File: config.mk
export PLATFORM = sky130hd
export DESIGN_NAME = control_unit
export DESIGN_NICKNAME = d
export VERILOG_FILES = /design/src/rtl/control_unit.sv
export SDC_FILE = /design/constraint.sdc
export NUM_CORES = 1
export LEC_CHECK = 0
export CAP_MARGIN = 20
export CORE_AREA = 2 2 51 53
export DETAILED_ROUTE_END_ITERATION = 8
export DIE_AREA = 0 0 53 55
export PLACE_DENSITY = 0.77
export SLEW_MARGIN = 20
export SYNTH_ARGS = -nofsm -noshare
export SYNTH_HDL_FRONTEND = slang
export SYNTH_SLANG_ARGS = --single-unit
File: constraint.sdc
create_clock -name clk -period 2.1 [get_ports clk]
set_input_delay 0.42 -clock clk [delete_from_list [all_inputs] [get_ports clk]]
set_output_delay 0.42 -clock clk [all_outputs]
set_load 0.05 [all_outputs]
File: src/rtl/control_unit.sv
// control_unit: hardwired T-state sequencer (T0..T7 + HALT) driving the datapath strobes.
// Latency: one T-state per clock; wait states (T1 fetch, ld T6, st T7) stall until mem_done.
// Backpressure: mem_done is the only stall input; define CU_WAIT_TIMEOUT_EN to bound waits (TO_CYC).
module control_unit #(
  parameter int OPW    = 5,
  parameter int TO_CYC = 16
) (
  input  logic           clk,
  input  logic           rst,
  input  logic [OPW-1:0] opcode,
  input  logic           con,
  input  logic           mem_done,
  input  logic           start,
  output logic [2:0]     bus_src,
  output logic [1:0]     gr_sel,
  output logic [2:0]     alu_op,
  output logic           pc_in,
  output logic           ma_in,
  output logic           ir_in,
  output logic           a_in,
  output logic           c_in,
  output logic           r_in,
  output logic           con_in,
  output logic           md_rd,
  output logic           md_wr,
  output logic           md_bus,
  output logic           run,
  output logic           fault,
  output logic [2:0]     tstate
);

  typedef enum logic [3:0] {
    S_T0 = 4'd0, S_T1 = 4'd1, S_T2 = 4'd2, S_T3 = 4'd3,
    S_T4 = 4'd4, S_T5 = 4'd5, S_T6 = 4'd6, S_T7 = 4'd7,
    S_HALT = 4'd8
  } state_t;

  localparam logic [OPW-1:0] OP_NOP  = OPW'(0);
  localparam logic [OPW-1:0] OP_LD   = OPW'(1);
  localparam logic [OPW-1:0] OP_ST   = OPW'(3);
  localparam logic [OPW-1:0] OP_LA   = OPW'(5);
  localparam logic [OPW-1:0] OP_BR   = OPW'(8);
  localparam logic [OPW-1:0] OP_ADD  = OPW'(12);
  localparam logic [OPW-1:0] OP_ADDI = OPW'(13);
  localparam logic [OPW-1:0] OP_SUB  = OPW'(14);
  localparam logic [OPW-1:0] OP_AND  = OPW'(20);
  localparam logic [OPW-1:0] OP_OR   = OPW'(22);
  localparam logic [OPW-1:0] OP_NOT  = OPW'(24);
  localparam logic [OPW-1:0] OP_STOP = OPW'(31);

  state_t state;

  // Opcode classes; opcode is only meaningful from T3 onward.
  logic is_alu3, is_addi, is_la, is_not, is_ld, is_st, is_br, is_nop, is_stop, is_legal;
  logic [2:0] alu3_op;
  logic in_wait;
  logic to_hit;

  assign is_alu3  = (opcode == OP_ADD) || (opcode == OP_SUB) || (opcode == OP_AND) || (opcode == OP_OR);
  assign is_addi  = (opcode == OP_ADDI);
  assign is_la    = (opcode == OP_LA);
  assign is_not   = (opcode == OP_NOT);
  assign is_ld    = (opcode == OP_LD);
  assign is_st    = (opcode == OP_ST);
  assign is_br    = (opcode == OP_BR);
  assign is_nop   = (opcode == OP_NOP);
  assign is_stop  = (opcode == OP_STOP);
  assign is_legal = is_alu3 | is_addi | is_la | is_not | is_ld | is_st | is_br | is_nop | is_stop;

  assign alu3_op = (opcode == OP_ADD) ? 3'd1 :
                   (opcode == OP_SUB) ? 3'd2 :
                   (opcode == OP_AND) ? 3'd3 : 3'd4;

  assign in_wait = (state == S_T1) || ((state == S_T6) && is_ld) || ((state == S_T7) && is_st);

`ifdef CU_WAIT_TIMEOUT_EN
  localparam int TCW = $clog2(TO_CYC + 1);
  logic [TCW-1:0] wait_cnt;

  // The TO_CYC-th stalled cycle in a wait state aborts to HALT.
  assign to_hit = in_wait && !mem_done && (wait_cnt == TCW'(TO_CYC - 1));

  // Count stalled cycles; cleared whenever a wait state is left or not occupied.
  always_ff @(posedge clk or negedge rst) begin
    if (!rst) begin
      wait_cnt <= '0;
    end else if (!in_wait || mem_done || to_hit) begin
      wait_cnt <= '0;
    end else begin
      wait_cnt <= wait_cnt + TCW'(1);
    end
  end
`else
  assign to_hit = 1'b0;
`endif

  // State sequencing plus the sticky fault flag.
  always_ff @(posedge clk or negedge rst) begin
    if (!rst) begin
      state <= S_T0;
      fault <= 1'b0;
    end else if (to_hit) begin
      state <= S_HALT;
      fault <= 1'b1;
    end else begin
      case (state)
        S_T0: state <= S_T1;
        S_T1: if (mem_done) state <= S_T2;
        S_T2: state <= S_T3;
        S_T3: begin
          if (!is_legal) begin
            state <= S_HALT;
            fault <= 1'b1;
          end else if (is_stop) begin
            state <= S_HALT;
          end else if (is_nop) begin
            state <= S_T0;
          end else begin
            state <= S_T4;
          end
        end
        S_T4: state <= (is_not || is_br) ? S_T0 : S_T5;
        S_T5: state <= (is_ld || is_st) ? S_T6 : S_T0;
        S_T6: if (is_st || mem_done) state <= S_T7;
        S_T7: if (!is_st || mem_done) state <= S_T0;
        S_HALT: if (start) state <= S_T0;
        default: state <= S_T0;
      endcase
    end
  end

  // Moore decode of strobes; everything is forced low while reset is held.
  always_comb begin
    bus_src = 3'd0;
    gr_sel  = 2'd0;
    alu_op  = 3'd0;
    pc_in   = 1'b0;
    ma_in   = 1'b0;
    ir_in   = 1'b0;
    a_in    = 1'b0;
    c_in    = 1'b0;
    r_in    = 1'b0;
    con_in  = 1'b0;
    md_rd   = 1'b0;
    md_wr   = 1'b0;
    md_bus  = 1'b0;
    if (rst) begin
      case (state)
        S_T0: begin bus_src = 3'd1; ma_in = 1'b1; alu_op = 3'd6; c_in = 1'b1; md_rd = 1'b1; end
        S_T1: begin bus_src = 3'd2; pc_in = 1'b1; end
        S_T2: begin bus_src = 3'd3; ir_in = 1'b1; end
        S_T3: begin
          if (is_alu3 || is_addi) begin
            gr_sel = 2'd2; bus_src = 3'd4; a_in = 1'b1;
          end else if (is_la || is_ld || is_st) begin
            gr_sel = 2'd2; bus_src = 3'd5; a_in = 1'b1;
          end else if (is_not) begin
            gr_sel = 2'd3; bus_src = 3'd4; alu_op = 3'd5; c_in = 1'b1;
          end else if (is_br) begin
            gr_sel = 2'd3; bus_src = 3'd4; con_in = 1'b1;
          end
        end
        S_T4: begin
          if (is_alu3) begin
            gr_sel = 2'd3; bus_src = 3'd4; alu_op = alu3_op; c_in = 1'b1;
          end else if (is_addi || is_la || is_ld || is_st) begin
            bus_src = 3'd7; alu_op = 3'd1; c_in = 1'b1;
          end else if (is_not) begin
            bus_src = 3'd2; gr_sel = 2'd1; r_in = 1'b1;
          end else if (is_br) begin
            gr_sel = 2'd2; bus_src = 3'd4; pc_in = con;
          end
        end
        S_T5: begin
          if (is_alu3 || is_addi || is_la) begin
            bus_src = 3'd2; gr_sel = 2'd1; r_in = 1'b1;
          end else if (is_ld) begin
            bus_src = 3'd2; ma_in = 1'b1; md_rd = 1'b1;
          end else if (is_st) begin
            bus_src = 3'd2; ma_in = 1'b1;
          end
        end
        S_T6: if (is_st) begin gr_sel = 2'd1; bus_src = 3'd4; md_bus = 1'b1; md_wr = 1'b1; end
        S_T7: if (is_ld) begin bus_src = 3'd3; gr_sel = 2'd1; r_in = 1'b1; end
        default: ;
      endcase
    end
  end

  // Status: running unless halted; HALT reports T-index 0.
  always_comb begin
    run    = (state != S_HALT);
    tstate = (state == S_HALT) ? 3'd0 : state[2:0];
  end

endmodule

==> metrics.yaml, run 1 <==
synthesis:
  syn_nets: 160
  synthArstFlopShare_pct: 100
  ys_warn_count: 0
  synth_edf_count: 0
  syn_area_per_cell_sq_um: 7.03
  synth_cell_types: 59
  synth-seq-cells: 5
  synth_flop_cell: "dfrtp_1"
  mappedNetlistArea_sq_mm: 0.00105
  synth_cells: 150
  yosysSeqAreaShare_pct: 11.9
outcome:
  lastStage: "clock tree synthesis"
  run_status: "stopped before the end"
  tool.error: "[ERROR DPL-0033] detailed placement checks failed during check placement."
clocking:
  postCtsHoldBufs: 0
  cts_sinks: 5
  h-tree-depth: 1
  post_cts_buffers: 13
  cts_buffers: 3
  cts_resized: 72
  clockRootBuffer: "clkbuf_4"
  cts_buffer_depth: 2
floorplanning:
  die_w_microns: 53
  std_cell_rows: 18
  die_h_microns: 55
  io_pins: 33
  start_util_pct: 44.6
placement:
  io_buffers: 32
  hpwl_microns: 3680
  post-place-ws_ns: -0.752
  finalWeightedCongestion: 0.978
[synthesized netlist by cell type (2+ instances only)]
library cell	number	area, sq um
nor2_1	17	63.8
a21oi_1	11	55.1
nand2_1	10	37.5
clkbuf_1	6	22.5
inv_1	6	22.5
dfrtp_1	5	125
nand3_1	5	25.0
o21ai_0	5	25.0
buf_2	4	20.0
mux2i_1	4	40.0
nand2b_1	4	25.0
a31oi_1	3	18.8
and3_1	3	18.8
buf_4	3	22.5
nor3_1	3	15.0
o21ai_1	3	15.0
a211o_1	2	17.5
a21o_1	2	15.0
a32oi_1	2	17.5
and2_1	2	12.5
and2b_1	2	15.0
and3b_1	2	17.5
buf_6	2	22.5
nor2b_2	2	17.5
nor3b_1	2	15.0
nor4b_2	2	30.0
o211ai_1	2	15.0
o21a_1	2	15.0
o22ai_1	2	12.5
o31a_1	2	17.5
o31ai_1	2	15.0
[per-stage QoR]
| step | cell area, sq um | utilization, % | hold slack, ns | std cells |
|---|---|---|---|---|
| 2_1_floorplan | 1210 | - | 0.124 | 150 |
| 3_3_place_gp | 2050 | 86.7 | 0.452 | 249 |
| 3_5_place_dp | 2050 | 86.7 | 0.452 | 249 |
[cells by family after synthesis]
| family | after synthesis | share of synthesized area (%) |
|---|---|---|
| flip-flops | 5 | 11.9 |
| AND/OR/NAND/NOR | 67 | 39.7 |
| buffers and inverters | 23 | 11.1 |
| XOR/XNOR | 1 | 0.831 |
| multiplexers | 4 | 3.80 |
| AO/OA/AOI/OAI | 50 | 32.6 |
==> inputs of run 2 (changes only) <==
CORE_AREA = 2 2 63 65   (was 2 2 51 53)
DIE_AREA = 0 0 65 67   (was 0 0 53 55)
PLACE_DENSITY = unset   (was 0.77)
PLACE_DENSITY_LB_ADDON = 0.15   (was unset)
==> run 2 against run 1 <==
  * The flow now finishes, with violations (negative setup slack)
  * Synthesized area unchanged
  * Synthesized cell count unchanged
==> metrics.yaml, run 2 <==
outcome:
  run_status: "complete, but fails checks"
  violations: "negative setup slack"
clocking:
  postCtsHoldBufs: 0
  clockRootBuffer: "clkbuf_8"
  clock_latency_ns: 0.22
  cts_buffers: 3
  h-tree-depth: 1
  cts_tree: "built"
  cts_sinks: 5
  cts_buffer_depth: 2
  path_clk_slew_ns: 0.04
sta:
  slew_headroom_pct: 67.1
  final_hold_viol_count: 0
  fin_ws_ns: -0.212
  worstMarginPinSlew_ns: 0.492
  fmax_mhz: 433
  fin_skew_ns: 0.00205
  finalSetupViolations: 15
  fin_crit_ns: 2.31
  finalCritPeriodShare_pct: 110
  slew_violations: 0
  rsz0062_at_grt: "yes"
worst_setup_path:
  crit_family: "simple AND/OR/NAND/NOR gates"
  crit_slowest_cell: "or3b_4"
  critPathLaunchType: "primary input"
  cp_num_buf_inv: 2
  max_stage_delay_ns: 0.39
  worstPathRequired_ns: 1.68
  worst-r2r-setup-slack_ns: 0.59
  path_class: "primary input to primary output"
  arrival_ns: 1.89
  worst-path-max-fanout: 6
  cp_cell_sequence: "buf_4 -> or3b_4 -> nor4b_2 -> a211o_1 -> a32oi_1 -> nor4_4 -> buf_12"
  end_kind: "primary output"
placement:
  placed_cell_area_sq_mm: 0.00209
  hpwl_microns: 3530
  io_buffers: 32
  finalWeightedCongestion: 0.919
  post-place-ws_ns: -0.739
grt:
  grt_first_pass_wirelength_microns: 8270
  grt_max_degree: 16
  first_global_vias: 1707
  grt_util_all_layers_pct: 24.7
  antenna_found_initial: 0
  grt_overflow: 0
route:
  vias: 1615
  viasPerCell: 5.49
  wl_microns: 5300
  wl_per_cell_microns: 18.0
  drt_pass1_iterations: 4
  dr.first_iter.drc_count: 79
  drc_errors: 0
  ant_nets: 0
floorplanning:
  std_cell_rows: 22
  die_h_microns: 67
  dieArea_sq_mm: 0.00436
  die_w_microns: 65
  core_sq_mm: 0.00361
  io_pins: 33
  start_util_pct: 29.3
synthesis:
  mappedNetlistArea_sq_mm: 0.00105
  yosysSeqAreaShare_pct: 11.9
  synth_edf_count: 0
  synth_top_cells_by_count: "nor2_1 (17), a21oi_1 (11), nand2_1 (10), clkbuf_1 (6), inv_1 (6)"
  synthArstFlopShare_pct: 100
  ys_warn_count: 0
  synth_flop_cell: "dfrtp_1"
  synth_most_common_cell: "nor2_1"
  synth_cells: 150
  yosys.area.top_type: "dfrtp_1"
  syn_area_per_cell_sq_um: 7.03
  synth-seq-cells: 5
  synth_area_leaders: "dfrtp_1 (12%), nor2_1 (6.0%), a21oi_1 (5.2%), mux2i_1 (3.8%), nand2_1 (3.6%)"
  yosysTopAreaCellShare_pct: 11.9
  synth_cell_types: 59
  syn_nets: 160
cells_and_area:
  reg_top3: "state x4, fault x1"
  drive_gt1_share_pct: 65.4
  regArea_sq_um: 126
  n_antenna_cell: 0
  finalInstanceArea_sq_mm: 0.00257
  largest-register: "state"
  fill_cells: 269
  largest_reg_flops: 4
  final_common_cell: "buf_4"
  syn_to_final_growth_pct: 144
  multiInputGateArea_sq_mm: 0.00115
  final_cell_mix: "buf_4 (62), buf_12 (20), buf_6 (17), nor2_1 (10), nand2_1 (8)"
  nNetsFinal: 257
power:
  p_per_area_mw_per_mm2: 914
  vdd_ir_drop_max_v: 0.000483
  power.leakage_nw: 1.11
hold_path:
  hp-class: "flop to flop"
flow_run:
  drv_cap: 0
run 2: cell counts after synthesis:
No cell type changed its count.
run 2: cell families (layout without fill, tap and decap cells):
logic type | Yosys count | count (layout) | share of synthesized area [%]
AND/OR/NAND/NOR | 67 | 67 | 39.7
AO/OA/AOI/OAI | 50 | 50 | 32.6
buffers and inverters | 23 | 119 | 11.1
flip-flops | 5 | 5 | 11.9
multiplexers | 4 | 4 | 3.80
XOR/XNOR | 1 | 1 | 0.831
run 2: report_power, final:
| group | internal, W | switching, W | total (W) |
|---|---|---|---|
| logic | 0.000889 | 0.00110 | 0.00199 |
| clock network | 0.000130 | 0.0000488 | 0.000179 |
| registers | 0.000133 | 0.0000463 | 0.000179 |
run 2: repair_timing:
action	CTS	global route
gates resized for setup	59	29
hold endpoints to repair	0	0
endpoints found under the setup margin	17	17
pin swaps	28	19
buffers inserted	15	9
run 2: cell type report:
| type | count | area share (%) |
|---|---|---|
| Clock buffer | 4 | 1.75 |
| Tap cell | 48 | 2.34 |
| Timing Repair Buffer | 108 | 45.0 |
| Inverter | 7 | 1.02 |
| Multi-Input combinational cell | 122 | 44.9 |
| Sequential cell | 5 | 4.92 |
run 2: path summary, 6_finish.rpt:
| check | start | end | depth (start not counted) |
|---|---|---|---|
| worst max-delay path | opcode[0] | r_in | 7 |
| worst min-delay path | fault | fault | 1 |
| worst max register to register | state[1] | state[1] | 6 |
| worst min register to register | fault | fault | 1 |
| max in group asynchronous | rst | state[1] | 3 |
| min in group asynchronous | rst | fault | 2 |
run 2: routing by layer:
metal / vias to the layer above / wire length [microns] / global-route usage (%)
li1: 741 / - / -
met1: 774 / 2030 / 29.4
met2: 77 / 2670 / 43.2
met3: 23 / 374 / 3.72
met4: 0 / 228 / 11.7
met5: - / 0 / 0
run 2: stage by stage:
step / hold WS (ns) / total power, W / utilization, % / cells / TNS, ns
2_1_floorplan: 0.124 / 0.00114 / - / 150 / -0.698
3_3_place_gp: 0.451 / 0.00180 / 57.9 / 269 / -9.11
3_5_place_dp: 0.467 / 0.00182 / 57.9 / 269 / -10.45
4_1_cts: 0.472 / 0.00214 / 66.3 / 287 / -1.95
5_1_grt: 0.486 / 0.00247 / 71.3 / 294 / -2.71
6_report: 0.464 / 0.00235 / 71.3 / 294 / -1.96
Note: power is estimated with default switching activity, not from simulation.
==> inputs of run 3 (changes only) <==
SETUP_SLACK_MARGIN = 0.02   (was unset)
==> run 3 against run 2 <==
  * The run still ends with negative setup slack left
  * Cell count down 5.4%
  * Sequential power up 7%
  * Largest cell class is now multi-input gates
  * Cell area down 3.9%
  * Core utilization down 2.8 points
  * Flip-flop and latch count unchanged
  * Largest power group unchanged
  * Die area unchanged
  * Non-clock buffer count down 16
==> metrics.yaml, run 3 (synthesized netlist as in run 2, its figures left out) <==
cells_and_area:
  final_cell_mix: "buf_4 (49), buf_12 (19), buf_6 (11), nor2_1 (9), buf_8 (8)"
  reg_top3: "state x4, fault x1"
  nNetsFinal: 241
  final_common_cell: "buf_4"
  finish.utilization_pct: 68.5
  drive_gt1_share_pct: 65.2
  largest-register: "state"
  n_antenna_cell: 0
  syn_to_final_growth_pct: 134
  largest_reg_flops: 4
  finalInstanceArea_sq_mm: 0.00247
worst_setup_path:
  max_stage_delay_ns: 0.41
  crit_slowest_cell: "or3b_4"
  worstPathRequired_ns: 1.68
  cp_num_buf_inv: 2
  critPathLaunchType: "primary input"
  crit_family: "simple AND/OR/NAND/NOR gates"
  worst-path-max-fanout: 5
  cp_cell_sequence: "buf_8 -> or3b_4 -> nor4b_4 -> a211o_1 -> and3_4 -> o221a_4 -> buf_12"
  end_kind: "primary output"
  arrival_ns: 1.85
  path_class: "primary input to primary output"
floorplanning:
  start_util_pct: 29.3
  std_cell_rows: 22
  die_h_microns: 67
  die_w_microns: 65
  dieArea_sq_mm: 0.00436
  core_sq_mm: 0.00361
  io_pins: 33
grt:
  grt_overflow: 0
  first_global_vias: 1529
  grt_first_pass_wirelength_microns: 7080
  antenna_found_initial: 0
  grt_max_degree: 16
  grt_util_all_layers_pct: 20.8
sta:
  worstMarginPinSlew_ns: 0.490
  fmax_mhz: 441
  tns_ns: -0.926
  fin_crit_ns: 2.27
  slew_headroom_pct: 67.2
  finalCritPeriodShare_pct: 108
  fin_ws_ns: -0.169
  finalSetupViolations: 10
  rsz0062_at_grt: "yes"
  fin_skew_ns: 0.00295
  final_hold_viol_count: 0
  slew_violations: 0
route:
  wl_per_cell_microns: 17.1
  ant_nets: 0
  wl_microns: 4740
  vias: 1502
  dr.first_iter.drc_count: 144
  drt_pass1_iterations: 4
  viasPerCell: 5.40
  drc_errors: 0
clocking:
  cts_sinks: 5
  cts_buffers: 3
  h-tree-depth: 1
  cts_buffer_depth: 2
  clock_latency_ns: 0.22
  cts_tree: "built"
  clockRootBuffer: "clkbuf_8"
  path_clk_slew_ns: 0.04
placement:
  hpwl_microns: 3340
  io_buffers: 32
  finalWeightedCongestion: 0.876
  placed_cell_area_sq_mm: 0.00207
power:
  internal_power_w: 0.00118
  pwr-share-clk_pct: 7.6
  p_sw_share_pct: 50.2
  combPwrFrac_pct: 84.3
  p_seq_share_pct: 8.1
  power.leakage_nw: 1.06
  switching_power_w: 0.00118
  vdd_ir_drop_max_v: 0.000565
  p_per_area_mw_per_mm2: 957
hold_path:
  hp-class: "primary input to async pin"
flow_run:
  drv_cap: 0
outcome:
  run_status: "complete, but fails checks"
  violations: "negative setup slack"
==> run 3: final cells by class <==
class | count | area (sq um)
Fill cell | 267 | 1140
Tap cell | 48 | 60.1
Timing Repair Buffer | 92 | 1040
Sequential cell | 5 | 129
Inverter | 7 | 26.3
Clock buffer | 4 | 45.0
Multi-Input combinational cell | 122 | 1170
==> run 3: worst paths after layout <==
path | from | end | slack, ns | cells past startpoint
worst max-delay path | opcode[2] | gr_sel[0] | -0.17 | 7
worst min-delay path | rst | fault | 0.51 | 2
worst max register to register | state[2] | state[3] | 0.61 | 5
worst min register to register | fault | fault | 0.52 | 1
max in group asynchronous | rst | state[1] | 1.33 | 3
min in group clk | fault | fault | 0.52 | 1
==> run 3: worst reg2reg max path, stage by stage, from the launching register on <==
cell	delay [ns]
dfrtp_1	0.39
buf_4	0.15
buf_8	0.15
inv_1	0.26
nand3_1	0.21
o22ai_1	0.23
==> run 3: layer usage <==
metal	vias to the layer above	wire, microns	GRT usage, %
li1	717	-	-
met1	723	1930	25.7
met5	-	0	0
met3	4	224	2.36
met2	58	2550	39.4
met4	0	40	2.66
==> run 3: stage by stage <==
step	instances	total power (W)	hold WS [ns]	setup WS, ns
floorplan	150	0.00114	0.124	-0.143
global placement	265	0.00181	0.539	-0.647
detailed placement	265	0.00183	0.535	-0.710
CTS	276	0.00216	0.508	-0.164
global route	278	0.00246	0.513	-0.207
finish	278	0.00236	0.505	-0.169
==> run 3: timing repair <==
action | in CTS | in global routing
gates resized for setup | 63 | 33
setup buffers | 8 | 3
endpoints found under the hold margin | 0 | 0
hold buffers | 0 | 0
pin swaps | 25 | 16
setup endpoints to repair | 17 | 17
==> run 3: power groups by stage <==
| stage | clock (W) | sequential [W] | combinational, W |
|---|---|---|---|
| 2_1_floorplan | 0 | 0.000151 | 0.000989 |
| 3_5_place_dp | 0 | 0.000175 | 0.00165 |
| 4_1_cts | 0.000179 | 0.000177 | 0.00181 |
| 5_1_grt | 0.000190 | 0.000198 | 0.00207 |
| 6_report | 0.000179 | 0.000191 | 0.00199 |
| 3_3_place_gp | 0 | 0.000174 | 0.00164 |
==> RTL edit (flow settings as in run 2) <==
Set the parameter `OPW` to 10 (it was 5).
--- a/src/rtl/control_unit.sv
+++ b/src/rtl/control_unit.sv
@@ -2,7 +2,7 @@
 // Latency: one T-state per clock; wait states (T1 fetch, ld T6, st T7) stall until mem_done.
 // Backpressure: mem_done is the only stall input; define CU_WAIT_TIMEOUT_EN to bound waits (TO_CYC).
 module control_unit #(
-  parameter int OPW    = 5,
+  parameter int OPW    = 10,
   parameter int TO_CYC = 16
 ) (
   input  logic           clk,
Interface: changed (resized opcode); port bits go from 33 to 38. No check against the original RTL was run, so the function may have changed too.
==> RTL edit against run 2 <==
The flow still finishes with violations (setup timing). Die area is the same. Hold slack improved by 0.0078 ns. Cell area is 1.7% higher. Wire length fell by 1.4%. Area after synthesis decreased by 4.0%. Sequential cell count unchanged. Count of clock-buffer cells in the layout is the same. Final cell count is 0.68% higher. Worst setup slack got worse by 0.19 ns. Clock skew shrank 0.0018 ns. Total power is 15% lower. Largest power group unchanged. Highest routed layer unchanged.
==> RTL edit: results (changes against run 2) <==
| Metric | Value |
|---|---|
| Clock root buffer | clkbuf_8 |
| Worst Hold Class | reg -> reg |
| Synth top cells by count | nor2_1 (23), a21oi_1 (12), nand2_1 (9), o21ai_0 (9), clkbuf_1 (7) |
| Post-synth ARST share | 100% (unchanged) |
| Buffers on Ports | 37 (+16%) |
| Pre-antenna DRT Iters | 4 (unchanged) |
| Drt first-iter violations | 72 (-8.9%) |
| CP Data Arrival Time | 2.09 ns (+0.20 ns) |
| Setup slack after layout | -0.405 ns (-0.193 ns) |
| Gr usage total | 23.9% (-0.77 points) |
| Worst path top cell family by delay | simple AND/OR/NAND/NOR gates |
| Post-synth net total | 167 (+4.4%) |
| DP HPWL | 3670 um (+3.9%) |
| Post-synth EDFFs | 0 (unchanged) |
| Largest net degree at the start of global routing | 14 (-2) |
| Critical-path top delay cell | nor4_4 |
| Failing checks | setup timing |
| CP max stage delay | 0.36 ns (-0.03 ns) |
| Sequential-to-total area share from yosys stat | 12.4% (+0.50 points) |
| Hold depth | 1 (unchanged) |
| Main area contributors after synthesis | dfrtp_1 (12%), nor2_1 (8.5%), a21oi_1 (5.9%), o21ai_0 (4.4%), nor2b_1 (3.7%) |
| Layout Skew | 0.000225 ns (-0.00183 ns) |
| P_leak | 1.01 nW (-8.9%) |
| First-pass GRT wire length | 8020 um (-2.9%) |
| ANT cells | 0 (unchanged) |
| CTS Buf Count | 3 (unchanged) |
| DP Area | 0.00216 sq mm (+3.4%) |
| Layout filler cell count | 257 (-4.5%) |
| Worst R2R Path Depth | 6 (unchanged) |
| Reg2reg setup slack | 0.23 ns (-0.36 ns) |
| Synthesis warning total | 0 (unchanged) |
| Via-to-Cell Ratio | 5.39 (-1.8%) |
| H-tree levels | 1 (unchanged) |
| Top-count cell post-synth | nor2_1 |
| Post-Route WL | 5230 um (-1.4%) |
| Hold_ws | 0.472 ns (+0.00781 ns) |
| Worst IR Drop VDD | 0.949 mV (+97%) |
| Status | complete, but fails checks |
| # setup viols final | 16 (+1) |
| Worst-Margin Slew | 0.504 ns (+0.0114 ns) |
| Final Net Count | 264 (+2.7%) |
| Final setup TNS | -4.70 ns (-2.74 ns) |
| Count of cell types in the netlist | 48 (-19%) |
| Fraction of layout cells with a size suffix above 1 | 68.5% (+3.1 points) |
| Gpl congestion | 0.867 (-5.6%) |
| Largest registers | state (4), fault (1) |
| Worst-Skew Late Latency | 0.22 ns (about the same) |
| Number of global-route vias before repair | 1671 (-2.1%) |
RTL edit: final cells by class:
type / count / share of cell area (%)
inverter: 3 / 0.431
timing repair buffer: 107 / 42.7
clock buffer: 4 / 1.72
tap: 48 / 2.30
multi-input combinational: 129 / 48.0
sequential: 5 / 4.84
RTL edit: final timing paths:
path / start / endpoint
setup / recovery: opcode[2] / bus_src[2]
min in group asynchronous: rst / state[2]
hold / removal: fault / fault
max in group asynchronous: rst / state[1]
setup reg to reg: state[1] / state[0]
hold reg to reg: fault / fault
RTL edit: cell families (layout without fill, tap and decap cells):
family	after synthesis	in the layout	synth area share, %
xor gates and xnor gates	2	2	1.73
and+or+nand+nor	82	82	47.0
AOI/OAI and AO/OA	45	45	29.3
DFF	5	5	12.4
buffers and inverters	18	114	9.64
RTL edit: stage by stage:
stage | instances | util [%] | setup WS, ns
final | 296 | 72.4 | -0.405
after global routing | 296 | 72.4 | -0.458
after CTS | 289 | 68.7 | -0.442
after detailed placement | 275 | 59.9 | -0.738
after global placement | 275 | 59.9 | -0.707
after floorplan | 152 | - | -0.281
RTL edit: power by group:
group	total [W]	internal [W]	switching, W
clock network	0.000179	0.000130	0.0000488
logic	0.00165	0.000710	0.000940
registers	0.000164	0.000128	0.0000362
RTL edit: routing by layer:
| metal | wire, um | up-vias | GRT usage [%] |
|---|---|---|---|
| met1 | 2100 | 775 | 26.7 |
| met2 | 2810 | 42 | 45.9 |
| met5 | 0 | - | 0 |
| met3 | 185 | 12 | 2.20 |
| met4 | 134 | 0 | 10.1 |
| li1 | - | 767 | - |
RTL edit: repair_timing:
item                                   4_1_cts  5_1_grt
setup endpoints to repair                   21       20
endpoints found under the hold margin        0        0
resized for setup                           88       28
buffers inserted                            11        7
pin swaps                                   30       22
